<file path="src/rtl/axis_bram_frame_writer_pkg.sv">
// Shared types and helpers for the AXI4-Stream to BRAM frame writer.
package axis_bram_frame_writer_pkg;

    typedef enum logic [1:0] {
        IDLE  = 2'd0,
        WRITE = 2'd1,
        DONE  = 2'd2
    } state_t;

    // Beat counter needs one extra bit so a full-BRAM frame can report 2^addr_width.
    function automatic int unsigned count_width(input int unsigned addr_width);
        return addr_width + 1;
    endfunction

endpackage

</file>
<file path="src/rtl/axis_bram_frame_writer.sv">
// Captures one frame of AXI4-Stream beats into BRAM port A at addresses 0..cfg_data.
// Optional ring-buffer mode: define AXIS_BRAM_FRAME_WRITER_WRAP_EN.
module axis_bram_frame_writer
    import axis_bram_frame_writer_pkg::*;
#(
    parameter int unsigned AXIS_TDATA_WIDTH = 32,
    parameter int unsigned BRAM_DATA_WIDTH  = 32,
    parameter int unsigned BRAM_ADDR_WIDTH  = 14
) (
    input  logic                        aclk,
    input  logic                        aresetn,
    input  logic [BRAM_ADDR_WIDTH-1:0]  cfg_data,
    input  logic                        cfg_start,
    output logic [BRAM_ADDR_WIDTH:0]    sts_data,
    output logic                        sts_busy,
    output logic                        sts_done,
    output logic                        sts_tlast_err,
    output logic                        s_axis_tready,
    input  logic [AXIS_TDATA_WIDTH-1:0] s_axis_tdata,
    input  logic                        s_axis_tvalid,
    input  logic                        s_axis_tlast,
    output logic                        bram_porta_clk,
    output logic                        bram_porta_rst,
    output logic [BRAM_ADDR_WIDTH-1:0]  bram_porta_addr,
    output logic [BRAM_DATA_WIDTH-1:0]  bram_porta_wrdata,
    output logic                        bram_porta_we
);

    localparam int unsigned CW = count_width(BRAM_ADDR_WIDTH);

    state_t                     state, state_nxt;
    logic [CW-1:0]              count, count_nxt;
    logic [BRAM_ADDR_WIDTH-1:0] last_reg, last_nxt;
    logic                       err, err_nxt;
    logic                       start_d;
    logic                       start_edge;
    logic                       accept;
    logic                       final_beat;
    logic                       unused_inputs;

    assign start_edge = cfg_start & ~start_d;
    assign accept     = s_axis_tvalid & s_axis_tready;
    assign final_beat = (count == CW'(last_reg));

    // Start-edge history tracks cfg_start even in reset so a level held across reset is not an edge.
    always_ff @(posedge aclk) begin
        start_d <= cfg_start;
    end

    // State and datapath registers, synchronous active-low reset.
    always_ff @(posedge aclk) begin
        if (!aresetn) begin
            state    <= IDLE;
            count    <= '0;
            last_reg <= '0;
            err      <= 1'b0;
        end else begin
            state    <= state_nxt;
            count    <= count_nxt;
            last_reg <= last_nxt;
            err      <= err_nxt;
        end
    end

    // Next-state, beat counting and framing check.
    always_comb begin
        state_nxt = state;
        count_nxt = count;
        last_nxt  = last_reg;
        err_nxt   = err;
        case (state)
            IDLE, DONE: begin
                if (start_edge) begin
                    state_nxt = WRITE;
                    last_nxt  = cfg_data;
                    count_nxt = '0;
                    err_nxt   = 1'b0;
                end
            end
            WRITE: begin
`ifdef AXIS_BRAM_FRAME_WRITER_WRAP_EN
                if (!cfg_start) begin
                    state_nxt = DONE;
                end else if (accept) begin
                    count_nxt = final_beat ? '0 : count + CW'(1);
                end
`else
                if (accept) begin
                    count_nxt = count + CW'(1);
                    if (final_beat) begin
                        state_nxt = DONE;
                    end
                    if (s_axis_tlast != final_beat) begin
                        err_nxt = 1'b1;
                    end
                end
`endif
            end
            default: state_nxt = IDLE;
        endcase
    end

    // Stream handshake: ready only while writing (and, in ring mode, while armed).
`ifdef AXIS_BRAM_FRAME_WRITER_WRAP_EN
    assign s_axis_tready = (state == WRITE) & cfg_start & aresetn;
`else
    assign s_axis_tready = (state == WRITE) & aresetn;
`endif

    // Tdata bits above the BRAM width and tlast (ring mode) are intentionally dropped.
    assign unused_inputs = ^{s_axis_tdata, s_axis_tlast};

    assign sts_data      = count;
    assign sts_busy      = (state == WRITE);
    assign sts_done      = (state == DONE);
    assign sts_tlast_err = err;

    assign bram_porta_clk    = aclk;
    assign bram_porta_rst    = ~aresetn;
    assign bram_porta_addr   = count[BRAM_ADDR_WIDTH-1:0];
    assign bram_porta_wrdata = s_axis_tdata[BRAM_DATA_WIDTH-1:0];
    assign bram_porta_we     = accept;

endmodule
</file>
<file path="config.mk">
export PLATFORM = sky130hd
export DESIGN_NAME = axis_bram_frame_writer
export DESIGN_NICKNAME = d
export VERILOG_FILES = /design/src/rtl/axis_bram_frame_writer_pkg.sv /design/src/rtl/axis_bram_frame_writer.sv
export SDC_FILE = /design/constraint.sdc
export NUM_CORES = 1
export LEC_CHECK = 0
export CAP_MARGIN = 20
export CORE_MARGIN = 3
export CORE_UTILIZATION = 33
export CTS_BUF_LIST = sky130_fd_sc_hd__clkbuf_4 sky130_fd_sc_hd__clkbuf_8 sky130_fd_sc_hd__clkbuf_16
export CTS_CLUSTER_SIZE = 40
export DETAILED_ROUTE_END_ITERATION = 10
export PLACE_DENSITY_LB_ADDON = 0.3
export SLEW_MARGIN = 10
export SYNTH_ARGS = -nofsm -noshare
export SYNTH_HDL_FRONTEND = slang
export SYNTH_SLANG_ARGS = --single-unit
</file>
<file path="constraint.sdc">
create_clock -name aclk -period 1.6 [get_ports aclk]
set_input_delay 0.32 -clock aclk [delete_from_list [all_inputs] [get_ports aclk]]
set_output_delay 0.32 -clock aclk [all_outputs]
set_load 0.01 [all_outputs]
</file>
==> impl_metrics.csv <==
group,metric,value,unit
synthesis,yosysWarningCount,0,
final_layout,nets,315,
route,dr.pass1.iters,4,
floorplanning,die_y,80.5,um
route,first_iter_violations,53,
critical_path,slowest_stage,"clkdlybuf4s15_1",
critical_path,timing.rr.end,"sts_tlast_err",
clock_tree,cts_tree,"built",
final_layout,instances_no_fill,334,
clock_tree,clk_latency,390,ps
final_layout,layout-drive-gt1-share,28.4,%
critical_path,slowest_delay,220,ps
route,wirelength,4460,um
placed_design,dp.cells,323,
grt,antenna_found_initial,0,
final_layout,design_area,2460,um^2
clock_tree,holdBufCountCts,0,
synthesis,synth_cell_types,32,
sta,skew,4.85,ps
synthesis,ys_seq_area_share,36.1,%
synthesis,syn_inst,219,
grt,grt_pass1_vias,1445,
grt,gr-total-overflow,0,
worst_hold_path,whs_path_depth,1,
clock_tree,cts_setup_buffers,0,
placed_design,port_buffers,54,
sta,rsz0062_at_grt,"yes",
floorplanning,rows,26,
final_layout,fill_cells,559,
placed_design,placed_area,2340,um^2
critical_path,crit_chain,"clkbuf_8, clkbuf_8, clkdlybuf4s15_1",
placed_design,dp_hpwl,3320,um
sta,fmax,644,MHz
synthesis,synth_seq_cells,33,
sta,slew-limit-headroom,77.2,%
sta,setup_slack,39.7,ps
final_layout,multi_input_area,808,um^2
grt,grt_max_degree,20,
pwr,pwr_density_cell,797,nW/um^2
sta,finalCriticalPeriod,1560,ps
critical_path,start_kind,"clock port",
synthesis,synthesis.nets,271,
synthesis,synth_edf_count,0,
floorplanning,core_area,5240,um^2
clock_tree,clkTransAtPathRegs,70,ps
final_layout,largest_reg_flops,15,
sta,slew_viol_final,0,
synthesis,synthTopCellsByCount,"buf_4 (47), nand2_1 (35), dfxtp_1 (33)",
grt,grt_usage,14.8,%
synthesis,async_reset_ff_share,0,%
critical_path,crit_path_end,"bram_porta_clk",
synthesis,ys.flop_type,"dfxtp_1",
placed_design,dp_slack,-475,ps
synthesis,yosysMostFrequentCell,"buf_4",
synthesis,yosysTopAreaCellShare,36.1,%
floorplanning,initial_core_util,34.9,%
floorplanning,die_area,6470,um^2
final_layout,regArea,684,um^2
critical_path,crit_start,"aclk",
synthesis,synthTopCellsByArea,"dfxtp_1 (36%), buf_4 (19%), xnor2_1 (8.1%)",
critical_path,required,1280,ps
sta,hold_viol_final,0,
final_layout,post-route-util,47.0,%
critical_path,worstPathMaxFanout,2,
critical_path,critPathArrivalTime,1240,ps
pwr,ir_worst_vdd,0.525,mV
route,num_vias,1542,
grt,grt_pass1_wl,7110,um
critical_path,cp-end-kind,"output pin",
route,wl_per_cell,13.4,um
critical_path,path_common_cell,"clkbuf_8",
critical_path,reg2reg_depth,5,
synthesis,avgSynthCellArea,8.35,um^2
final_layout,syn_to_final_growth,34.7,%
outcome,status,"completed",
route,ant_nets,0,
worst_hold_path,hp-class,"input port to flip-flop",
final_layout,diodes,0,
route,avgViaCountPerCell,4.62,
critical_path,reg2reg_slack,50,ps
critical_path,critPathKind,"clock port to output pin",
placed_design,gp_congestion,0.806,
critical_path,worstReg2RegStart,"sts_data[8]",
synthesis,mappedNetlistArea,1830,um^2
floorplanning,die-width,80.5,um
floorplanning,ios,119,
synthesis,yosysTopAreaCell,"dfxtp_1",
run,max_cap_viol_count,0,
pwr,p_leak,1.13,nW
route,drc,0,
sta,tightest_slew,342,ps
sta,finalSetupViolations,0,
sta,finalCritPeriodShare,97.5,%
## worst min path at each step
stage                      from           to  slack (ps)
detailed placement  last_reg[8]  last_reg[8]         460
CTS                   cfg_start      start_d         440
global route          cfg_start      start_d         120
floorplan             cfg_start      start_d         350
finish                cfg_start      start_d         120
global placement    last_reg[4]  last_reg[4]         460
## stage by stage
stage / TNS, ps / total power (W) / hold slack (ps)
2_1_floorplan: 0 / 0.00113 / 348
3_3_place_gp: -6720 / 0.00118 / 457
3_5_place_dp: -7280 / 0.00119 / 459
4_1_cts: -5.72 / 0.00199 / 440
5_1_grt: -30.3 / 0.00206 / 115
6_report: 0 / 0.00196 / 118
## critical path: cells and delay by family
family	cells	cell delay [ps]
buf+inv	3	450
## per-layer routing
metal	vias up	GRT usage, %	part of all wire, %
li1	765	-	-
met1	713	18.6	45
met2	57	21.5	46
met3	7	6.61	6.9
met4	0	6.42	1.6
met5	-	0	0
## cells by family after synthesis
| kind of cell | share of synthesized area [%] |
|---|---|
| fa+ha+maj | 0.684 |
| xor+xnor | 12.4 |
| compound gates | 8.55 |
| flops | 36.1 |
| buf+inv | 20.9 |
| simple gates | 21.3 |
## cell usage in the layout (no fill, tap or decap), drive strengths merged, types with 2 or more instances in the layout
cell	n
nand2	35
buf	33
dfxtp	33
dlygate4sd2	32
a21oi	19
xnor2	17
clkdlybuf4s50	15
nor2	12
clkbuf	11
xor2	9
nand3	7
o21ai	7
nand4	5
and4	3
clkinv	3
and3	2
or3	2
dlymetal6s2s	2
nor2b	2
inv	2
clkdlybuf4s15	2
## report_power, final
group	internal [W]	total, W	leakage [nW]	switching [W]
clock network	0.000507	0.000866	0.0745	0.000360
logic	0.000125	0.000232	0.779	0.000106
registers	0.000845	0.000864	0.276	0.0000198
## cell type report
cell class,count,share of cell area [%]
tap,70,3.56
multi-input combinational,131,32.8
clock buffer,10,5.18
inverter,3,0.457
timing repair buffer,85,29.8
clock inverter,2,0.406
sequential,33,27.8
## timing repair
| action | CTS | global route |
|---|---|---|
| pin swaps | 0 | 4 |
| gates resized for setup | 66 | 7 |
| endpoints found under the setup margin | 38 | 11 |
(Power assumes the default switching activity.)
